`config.mk`:
```
export PLATFORM = sky130hd
export DESIGN_NAME = area_log2_seq_flat
export DESIGN_NICKNAME = d
export VERILOG_FILES = /design/src/rtl/area_log2_seq_pkg.sv /design/src/rtl/area_log2_seq_if.sv /design/src/rtl/area_log2_seq_msb_scan_lane.sv /design/src/rtl/area_log2_seq.sv /design/src/flat_wrapper.sv
export SDC_FILE = /design/constraint.sdc
export NUM_CORES = 1
export LEC_CHECK = 0
export ABC_AREA = 1
export CAP_MARGIN = 5
export CORE_MARGIN = 1.5
export CORE_UTILIZATION = 28
export CTS_BUF_LIST = sky130_fd_sc_hd__clkbuf_16
export CTS_CLUSTER_DIAMETER = 200
export DETAILED_ROUTE_END_ITERATION = 7
export GPL_TIMING_DRIVEN = 1
export SKIP_CTS_REPAIR_TIMING = 1
export SKIP_LAST_GASP = 1
export SLEW_MARGIN = 30
export SYNTH_ARGS = -nofsm -noshare
export SYNTH_HDL_FRONTEND = slang
export SYNTH_SLANG_ARGS = --single-unit
```
`constraint.sdc`:
```
create_clock -name clk -period 1.4 [get_ports clk]
set_input_delay 0.28 -clock clk [delete_from_list [all_inputs] [get_ports clk]]
set_output_delay 0.28 -clock clk [all_outputs]
set_load 0.05 [all_outputs]
```
`src/rtl/area_log2_seq_pkg.sv`:
```
// Shared types and sizing for the log2-area estimator.
// Latency: n/a (declarations only).
// Backpressure: n/a.
// Contents: default span/output widths, FSM state enum, clog2 helper, derived counter width.
package area_pkg;

   localparam int SPAN_W_DEF = 9;
   localparam int OUT_W_DEF  = 16;

   typedef enum logic [1:0] {
      IDLE = 2'd0,
      SCAN = 2'd1,
      DONE = 2'd2
   } state_t;

   // Ceiling log2, usable in parameter expressions.
   function automatic int clog2(input int v);
      int r;
      int t;
      r = 0;
      t = v - 1;
      while (t > 0) begin
         r = r + 1;
         t = t >> 1;
      end
      return r;
   endfunction

   localparam int CNT_W_DEF = clog2(SPAN_W_DEF);

endpackage

```
`src/rtl/area_log2_seq_if.sv`:
```
// Span-pair request channel and log2-area result channel, both valid/ready.
// Latency: n/a (wiring only).
// Backpressure: in_ready / out_ready carried across the boundary unchanged.
// Modports: master = producer of spans / consumer of results; slave = the estimator.
interface area_log2_seq_if #(
   parameter int SPAN_W = 9,
   parameter int OUT_W  = 16
);
   logic              in_valid;
   logic              in_ready;
   logic [SPAN_W-1:0] xspan_pix;
   logic [SPAN_W-1:0] yspan_pix;
   logic              out_valid;
   logic              out_ready;
   logic [OUT_W-1:0]  area_log2;
   logic              zero_span;

   modport master (
      output in_valid, xspan_pix, yspan_pix, out_ready,
      input  in_ready, out_valid, area_log2, zero_span
   );

   modport slave (
      input  in_valid, xspan_pix, yspan_pix, out_ready,
      output in_ready, out_valid, area_log2, zero_span
   );
endinterface

```
`src/rtl/area_log2_seq_msb_scan_lane.sv`:
```
// One axis of the MSB search: shifts a captured span right until it is <= 1, counting shifts.
// Latency: floor(log2 data) enabled cycles after load until done.
// Backpressure: none; holds state whenever enable is low or done is reached.
// Ports: clk, rst (async active-low), load/data capture, enable steps, count/done report.
module msb_scan_lane #(
   parameter int SPAN_W = 9,
   parameter int CNT_W  = 4
) (
   input  logic              clk,
   input  logic              rst,
   input  logic              load,
   input  logic [SPAN_W-1:0] data,
   input  logic              enable,
   output logic [CNT_W-1:0]  count,
   output logic              done
);
   logic [SPAN_W-1:0] sr;
   logic [CNT_W-1:0]  cnt;

   // Zero and one both terminate immediately with count 0.
   assign done  = (sr <= SPAN_W'(1));
   assign count = cnt;

   always_ff @(posedge clk or negedge rst) begin
      if (!rst) begin
         sr  <= '0;
         cnt <= '0;
      end else if (load) begin
         sr  <= data;
         cnt <= '0;
      end else if (enable && !done) begin
         sr  <= sr >> 1;
         cnt <= cnt + CNT_W'(1);
      end
   end
endmodule

```
`src/rtl/area_log2_seq.sv`:
```
// Log2-area estimator: area_log2 = floor(log2 x) + floor(log2 y), one shift per axis per cycle.
// Latency: out_valid rises max(msbx,msby)+1 edges after the accepting edge.
// Backpressure: one pair in flight; result held in DONE until out_ready, in_ready only in IDLE.
// Ports: clk, rst (async active-low), bus (span/result handshake), area_q (last consumed), busy.
module area_log2_seq
   import area_pkg::*;
#(
   parameter int SPAN_W = SPAN_W_DEF,
   parameter int OUT_W  = OUT_W_DEF,
   parameter int CNT_W  = clog2(SPAN_W)
) (
   input  logic                clk,
   input  logic                rst,
   area_log2_seq_if.slave      bus,
   output logic [OUT_W-1:0]    area_q,
   output logic                busy
);
   state_t           state;
   state_t           state_nxt;
   logic             accept;
   logic             scan_en;
   logic             finish;
   logic             handshake;
   logic [CNT_W-1:0] cnt_x;
   logic [CNT_W-1:0] cnt_y;
   logic             done_x;
   logic             done_y;
   logic [CNT_W:0]   sum_c;
   logic             zero_lat;
   logic [OUT_W-1:0] area_r;
   logic             zero_r;

   assign accept    = (state == IDLE) && bus.in_valid;
   assign scan_en   = (state == SCAN);
   assign finish    = scan_en && done_x && done_y;
   assign handshake = (state == DONE) && bus.out_ready;
   // One extra bit so the worst case 2*(SPAN_W-1) never wraps.
   assign sum_c     = {1'b0, cnt_x} + {1'b0, cnt_y};

   msb_scan_lane #(.SPAN_W(SPAN_W), .CNT_W(CNT_W)) u_lane_x (
      .clk    (clk),
      .rst    (rst),
      .load   (accept),
      .data   (bus.xspan_pix),
      .enable (scan_en),
      .count  (cnt_x),
      .done   (done_x)
   );

   msb_scan_lane #(.SPAN_W(SPAN_W), .CNT_W(CNT_W)) u_lane_y (
      .clk    (clk),
      .rst    (rst),
      .load   (accept),
      .data   (bus.yspan_pix),
      .enable (scan_en),
      .count  (cnt_y),
      .done   (done_y)
   );

   // State register
   always_ff @(posedge clk or negedge rst) begin
      if (!rst) state <= IDLE;
      else      state <= state_nxt;
   end

   // Next-state logic
   always_comb begin
      state_nxt = state;
      case (state)
         IDLE:    if (bus.in_valid)     state_nxt = SCAN;
         SCAN:    if (done_x && done_y) state_nxt = DONE;
         DONE:    if (bus.out_ready)    state_nxt = IDLE;
         default:                       state_nxt = IDLE;
      endcase
   end

   // Outputs decoded from state
   always_comb begin
      bus.in_ready  = 1'b0;
      bus.out_valid = 1'b0;
      busy          = 1'b1;
      case (state)
         IDLE: begin
            bus.in_ready = 1'b1;
            busy         = 1'b0;
         end
         DONE:    bus.out_valid = 1'b1;
         default: ;
      endcase
   end

   // Result path: zero flag captured with the pair, result captured when both lanes finish,
   // and the consumed copy captured on the output handshake.
   always_ff @(posedge clk or negedge rst) begin
      if (!rst) begin
         zero_lat <= 1'b0;
         area_r   <= '0;
         zero_r   <= 1'b0;
         area_q   <= '0;
      end else begin
         if (accept)
            zero_lat <= (bus.xspan_pix == '0) || (bus.yspan_pix == '0);
         if (finish) begin
            area_r <= OUT_W'(sum_c);
            zero_r <= zero_lat;
         end
         if (handshake)
            area_q <= area_r;
      end
   end

   assign bus.area_log2 = area_r;
   assign bus.zero_span = zero_r;
endmodule
```
`src/flat_wrapper.sv`:
```
// flat-port wrapper written by rule: the top's interface ports become plain ports
module area_log2_seq_flat import area_pkg::*;
#(
   parameter int SPAN_W = SPAN_W_DEF,
   parameter int OUT_W  = OUT_W_DEF,
   parameter int CNT_W  = clog2(SPAN_W)
)
  (clk, rst, area_q, busy, bus_in_valid, bus_xspan_pix, bus_yspan_pix, bus_out_ready, bus_in_ready, bus_out_valid, bus_area_log2, bus_zero_span);
  area_log2_seq_if #(.SPAN_W(SPAN_W), .OUT_W(OUT_W)) bus_i ();
  input  logic clk;
  input  logic rst;
  output logic [OUT_W-1:0] area_q;
  output logic busy;
  input wire logic [$bits(bus_i.in_valid)-1:0] bus_in_valid;
  input wire logic [$bits(bus_i.xspan_pix)-1:0] bus_xspan_pix;
  input wire logic [$bits(bus_i.yspan_pix)-1:0] bus_yspan_pix;
  input wire logic [$bits(bus_i.out_ready)-1:0] bus_out_ready;
  output wire logic [$bits(bus_i.in_ready)-1:0] bus_in_ready;
  output wire logic [$bits(bus_i.out_valid)-1:0] bus_out_valid;
  output wire logic [$bits(bus_i.area_log2)-1:0] bus_area_log2;
  output wire logic [$bits(bus_i.zero_span)-1:0] bus_zero_span;
  assign bus_i.in_valid = bus_in_valid;
  assign bus_i.xspan_pix = bus_xspan_pix;
  assign bus_i.yspan_pix = bus_yspan_pix;
  assign bus_i.out_ready = bus_out_ready;
  assign bus_in_ready = bus_i.in_ready;
  assign bus_out_valid = bus_i.out_valid;
  assign bus_area_log2 = bus_i.area_log2;
  assign bus_zero_span = bus_i.zero_span;
  area_log2_seq #(.SPAN_W(SPAN_W), .OUT_W(OUT_W), .CNT_W(CNT_W)) u_core (.clk(clk), .rst(rst), .bus(bus_i), .area_q(area_q), .busy(busy));
endmodule
```
==> results by group, run 1 <==
Floorplanning
  • Die Area: ~9000 um^2
  • Die Height: 95.0 um
  • Top Ports: 58
  • Row count: 33
  • Die width: 95.0 um
  • Core ar.: 8220 um^2
  • Initial core utilization: 0.289

Status
  • Failing checks: setup timing
  • Status: finished with violations

Detailed routing
  • Post-route ant nets: 0
  • Wire length on met1: roughly 2300 um
  • Wire length on met2: 2370 um
  • Met3 wire length: 222 um
  • Top routing layer used: met3
  • DR vias/cell: 4.29
  • Vias: approximately 2100
  • DR DRC count: 0
  • Drt pass-1 iters: 4
  • Final WL: 4940 um
  • Routed length per instance: ~10 um
  • Initial DRC count: 91

STA
  • Crit path time final: 1430 ps
  • Max Slew Vio Count: 0
  • Endpoints failing hold: 0
  • Setup Viol. Count Final: 4
  • WHS: 393 ps
  • Clock skew: ~6.2 ps
  • Period utilization: 1.02
  • RSZ-0062 raised after global routing: yes
  • Achievable Freq: 699 MHz
  • PnR worst setup slack: -30.1 ps
  • Final setup TNS: -50.6 ps

Clocking
  • Clock slew at reported path FFs: 50 ps
  • Clock Latency Late Sink: approximately 270 ps
  • CTS Sinks: 38
  • Root buf cell: clkbuf_16
  • TritonCTS clock tree: built
  • Total CTS buffers: 5
  • Clock buffer depth: 2
  • H-tree levels: 2

Synthesis
  • Avg Inst Size Synth: 7.41 um^2
  • Cell variety after synth: 27
  • Synth Warn #: 0
  • Fraction of registers with async set/reset: 1.00
  • Cell count after synthesis: 320
  • Largest family of logic cells by synthesized area: simple AND/OR/NAND/NOR gates
  • Synth area leader: dfrtp_1
  • Synth Area in Compound Gates: 0.0211
  • Post-synth EDFFs: 0
  • Fraction of the mapped netlist area in adder cells: 0.0401
  • Register area share after synthesis: 0.401
  • Post-synth top area share: 0.401
  • Number of synthesized register bits: 38
  • Post-Synth Simple-Gate Area: 0.391
  • Post-synthesis mux area share: 0
  • Cell Area, Synth: between 2000 and 2500 um^2
  • Area contributors post-synth: dfrtp_1, nand2_1, buf_4
  • Most common flop cell mapped by yosys: dfrtp_1
  • Post-synthesis xor/xnor area fraction: 0.0111

Place
  • Pre-CTS setup slack: -40.5 ps
  • Dpl hpwl: 3760 um
  • PortBufs: 35
  • GPL Wtd Cong: 0.731
  • DP Area: about 3000 um^2

Power and ir drop
  • Leakage power: 0.00170 uW
  • Power density cells: 2300 nW/um^2
  • Worst vdd rail ir drop: between 0.7 and 0.8 mV

Worst setup path
  • Worst reg2reg path depth: 6
  • Flop-to-flop setup slack: -10 ps
  • Crit path kind: flop to primary output
  • Critical-path maximum fanout: 4
  • Setup crit start kind: flop
  • R2R Path End: u_core.bus.area_log2[1]$_DFFE_PN0P_
  • Crit end category: primary output
  • Arr. time, crit path: 1150 ps
  • Launching point of the worst reg2reg path: u_core.u_lane_x.count[0]$_DFFE_PN0P_
  • End point of the critical path: busy
  • Worst EP required: 1120 ps
  • Launching element of the worst setup path: u_core.state[0]$_DFFE_PN0P_

Global routing
  • Vias in the first global route: 1978
  • Initial antenna violation count: 0
  • GRT Resource Usage Total: 0.119
  • Largest net degree at the start of global routing: 39
  • First-pass GRT wire length: between 8000 and 9000 um
  • GRT Residual Overflow: 0

Hold path
  • Worst min path class: input port to async pin

Finish
  • Final net count: between 400 and 500
  • Fillers: 873
  • Ant. Diodes: 0
  • Share of cells above drive strength 1: 0.188
  • Layout area overhead: 35.5%
  • Finished Cell Area: between 3000 and 4000 um^2

Flow run
  • Maxcap violations: 0
## worst min-delay path by stage
stage / start / to / slack, ps / cells after the start
floorplan: rst / u_core.area_q[0]$_DFFE_PN0P_ / -20 / 0
global placement: u_core.u_lane_y.sr[1]$_DFFE_PN0P_ / u_core.u_lane_y.sr[1]$_DFFE_PN0P_ / 490 / 2
detailed placement: u_core.u_lane_x.sr[1]$_DFFE_PN0P_ / u_core.u_lane_x.sr[1]$_DFFE_PN0P_ / 500 / 2
CTS: rst / u_core.area_q[1]$_DFFE_PN0P_ / 410 / 2
global route: rst / u_core.area_q[3]$_DFFE_PN0P_ / 420 / 2
finish: rst / u_core.area_q[3]$_DFFE_PN0P_ / 390 / 2
## registers in the layout (all words and copies together) (netlist names)
signal / cells
u_core.u_lane_x.sr: 8
u_core.u_lane_y.sr: 8
u_core.area_q: 5
u_core.bus.area_log2: 5
u_core.u_lane_x.count: 4
u_core.u_lane_y.count: 4
u_core.state: 2
u_core.bus.zero_span: 1
u_core.zero_lat: 1
## Yosys cell counts, drive strengths merged (2+ instances only)
master	count
ha	6
nor2	26
inv	21
nand3	34
nand2	139
nand4	8
o21ai	5
o21bai	2
buf	31
xor2	2
a21oi	2
nor3	2
dfrtp	38
## layout by cell type (no fill, tap or decap), types with 8 or more instances in the layout
master	n
nand3_1	33
clkdlybuf4s50_1	21
nand2_1	134
buf_12	16
inv_1	14
nand4_1	8
nor2_1	19
buf_4	24
conb_1	22
dfrtp_1	36
## worst max-delay path: stages (launching register included)
cell     delay, ps
dfrtp_2        440
nor2_4         220
inv_2           70
buf_12         150
## kinds of logic (layout without fill, tap and decap cells)
| logic type | Yosys count | in the layout |
|---|---|---|
| buffers and inverters | 52 | 88 |
| AO/OA/AOI/OAI | 9 | 9 |
| flip-flops | 38 | 38 |
| adder cells (fa/ha/maj) | 7 | 7 |
| other | 1 | 22 |
| AND/OR/NAND/NOR | 210 | 210 |
| XOR/XNOR | 3 | 3 |
## power by group
| group | switching (uW) | internal (uW) | total (uW) |
|---|---|---|---|
| clock network | 398 | 633 | 1030 |
| registers | 379 | 1520 | 1900 |
| logic | 2540 | 1900 | 4440 |
## per-layer routing
layer,vias to the layer above,track usage
met4,0,0.0224
li1,1073,-
met1,942,0.158
met5,-,0
met3,0,0.0271
met2,53,0.198
## through the flow
stage               utilization  power (uW)  std cells
CTS                       0.385        7290        478
finish                    0.391        7370        482
global placement          0.369        6130        472
floorplan                     -        4630        341
global route              0.391        7970        482
detailed placement        0.369        6230        472
## final cells by class
cell class | count | area, um^2 | share of cell area
Multi-Input combinational cell | 251 | 1210 | 0.376
Tap cell | 105 | 131 | 0.0409
Clock inverter | 1 | 3.75 | 0.00117
Inverter | 21 | 81.3 | 0.0253
Clock buffer | 5 | 125 | 0.0389
Timing Repair Buffer | 61 | 711 | 0.221
Sequential cell | 38 | 953 | 0.297
Power figures use the tool's default switching activity.
==> inputs of run 2 (changes only) <==
CTS_CLUSTER_DIAMETER = 50   (was 200)
MAX_ROUTING_LAYER = met4   (was unset)
==> run 2 against run 1 <==
  * The run still ends with setup timing left
  * Fmax unchanged
  * Non-clock buffer count unchanged
  * Sequential power about the same
  * Critical endpoint unchanged
==> results by group, run 2 (same netlist as run 1, synthesis figures left out) <==
Clocking
  • H-tree levels: 2 (unchanged)
  • TritonCTS clock tree: built
  • Clock slew at reported path FFs: 50 ps (about the same)
  • Clock buffer depth: 2 (unchanged)
  • Total CTS buffers: 5 (unchanged)
  • Root buf cell: clkbuf_16
  • Clock Latency Late Sink: 270 ps (about the same)
  • CTS Sinks: 38 (unchanged)

STA
  • PnR worst setup slack: -30.1 ps (unchanged)
  • WHS: 393 ps (unchanged)
  • Clock skew: 6.22 ps (unchanged)
  • Max Slew Vio Count: 0 (unchanged)
  • Period utilization: 1.02 (unchanged)
  • RSZ-0062 raised after global routing: yes
  • Setup Viol. Count Final: 4 (unchanged)
  • Achievable Freq: 699 MHz (unchanged)
  • Crit path time final: 1430 ps (unchanged)
  • Endpoints failing hold: 0 (unchanged)

Detailed routing
  • Drt pass-1 iters: 4 (unchanged)
  • Initial DRC count: 91 (unchanged)
  • Vias: 2067 (-0.048%)
  • Final WL: 4940 um (unchanged)
  • Top routing layer used: met3
  • DR DRC count: 0 (unchanged)
  • Met3 wire length: 218 um (-1.8%)
  • Wire length on met2: 2370 um (unchanged)
  • DR vias/cell: 4.29 (about the same)
  • Wire length on met1: 2350 um (+0.13%)
  • Post-route ant nets: 0 (unchanged)
  • Routed length per instance: 10.2 um (unchanged)

Worst setup path
  • Critical-path maximum fanout: 4 (unchanged)
  • Setup crit start kind: flop
  • Crit path kind: flop to primary output
  • Arr. time, crit path: 1150 ps (about the same)
  • Worst EP required: 1120 ps (about the same)
  • Crit end category: primary output

Floorplanning
  • Row count: 33 (unchanged)
  • Initial core utilization: 0.289 (unchanged)
  • Die Height: 95.0 um (unchanged)
  • Top Ports: 58 (unchanged)
  • Core ar.: 8220 um^2 (unchanged)
  • Die Area: 9030 um^2 (unchanged)
  • Die width: 95.0 um (unchanged)

Finish
  • Share of cells above drive strength 1: 0.188 (unchanged)
  • Final net count: 407 (unchanged)
  • Layout area overhead: 35.5% (unchanged)
  • Most common cell after layout, fill and taps aside: nand2_1
  • Ant. Diodes: 0 (unchanged)
  • Finished Cell Area: 3210 um^2 (unchanged)
  • Fillers: 873 (unchanged)
  • Commonest non-fill, non-tap cells in the layout: nand2_1, dfrtp_1, nand3_1, buf_4, conb_1
  • Final cell count without fillers: 482 (unchanged)
  • Biggest regs: u_core.u_lane_x.sr: 8 flops, u_core.u_lane_y.sr: 8 flops

Place
  • Pre-CTS setup slack: -40.5 ps (unchanged)
  • GPL Wtd Cong: 0.740 (+1.2%)
  • PortBufs: 35 (unchanged)
  • DP Area: 3040 um^2 (unchanged)
  • Placed cell count: 472 (unchanged)
  • Dpl hpwl: 3760 um (unchanged)

Hold path
  • Worst min path class: input port to async pin

Global routing
  • Vias in the first global route: 1978 (unchanged)
  • Largest net degree at the start of global routing: 39 (unchanged)
  • First-pass GRT wire length: 8610 um (unchanged)
  • Initial antenna violation count: 0 (unchanged)
  • GRT Residual Overflow: 0 (unchanged)
  • GRT Resource Usage Total: 0.122 (+0.00346)

Status
  • Status: finished with violations
  • Failing checks: setup timing

Power and ir drop
  • Power density cells: 2300 nW/um^2 (unchanged)
  • Pwr Total: 7370 uW (unchanged)
  • Leakage power: 0.00170 uW (unchanged)
  • Worst vdd rail ir drop: 0.724 mV (unchanged)

Flow run
  • Maxcap violations: 0 (unchanged)
-- run 2: final timing paths --
kind | from | to | slack [ps] | cells past startpoint
worst max-delay path | u_core.state[0]$_DFFE_PN0P_ | busy | -30 | 3
worst min-delay path | rst | u_core.area_q[3]$_DFFE_PN0P_ | 390 | 2
worst max register to register | u_core.u_lane_x.count[0]$_DFFE_PN0P_ | u_core.bus.area_log2[1]$_DFFE_PN0P_ | -10 | 6
worst min register to register | u_core.u_lane_y.sr[1]$_DFFE_PN0P_ | u_core.u_lane_y.sr[1]$_DFFE_PN0P_ | 510 | 2
max in group asynchronous | rst | u_core.state[0]$_DFFE_PN0P_ | 810 | 2
min in group clk | u_core.u_lane_y.sr[1]$_DFFE_PN0P_ | u_core.u_lane_y.sr[1]$_DFFE_PN0P_ | 510 | 2
-- run 2: cell type report --
type / instances / area (um^2) / area share
Multi-Input combinational cell: 251 / 1210 / 0.376
Sequential cell: 38 / 953 / 0.297
Timing Repair Buffer: 61 / 711 / 0.221
Tap cell: 105 / 131 / 0.0409
Clock buffer: 5 / 125 / 0.0389
Inverter: 21 / 81.3 / 0.0253
Clock inverter: 1 / 3.75 / 0.00117
-- run 2: critical path: stages, from the launching register on --
cell and delay (ps):
dfrtp_2 440, nor2_4 220, inv_2 70, buf_12 150
-- run 2: per-layer routing --
metal | GRT usage | vias up
met4 | 0.0224 | 0
met2 | 0.198 | 53
met3 | 0.0263 | 0
met1 | 0.158 | 941
li1 | - | 1073
met5 | - | -
-- run 2: power breakdown --
part           switching (uW)  internal (uW)  total, uW
sequential                379           1520       1900
combinational            2540           1900       4440
clock                     398            633       1030
-- run 2: stage by stage --
stage / TNS, ps / util
after CTS: -207 / 0.385
after global routing: -306 / 0.391
after detailed placement: -408 / 0.369
after global placement: -143 / 0.369
after floorplan: -2.61 / -
final: -50.6 / 0.391
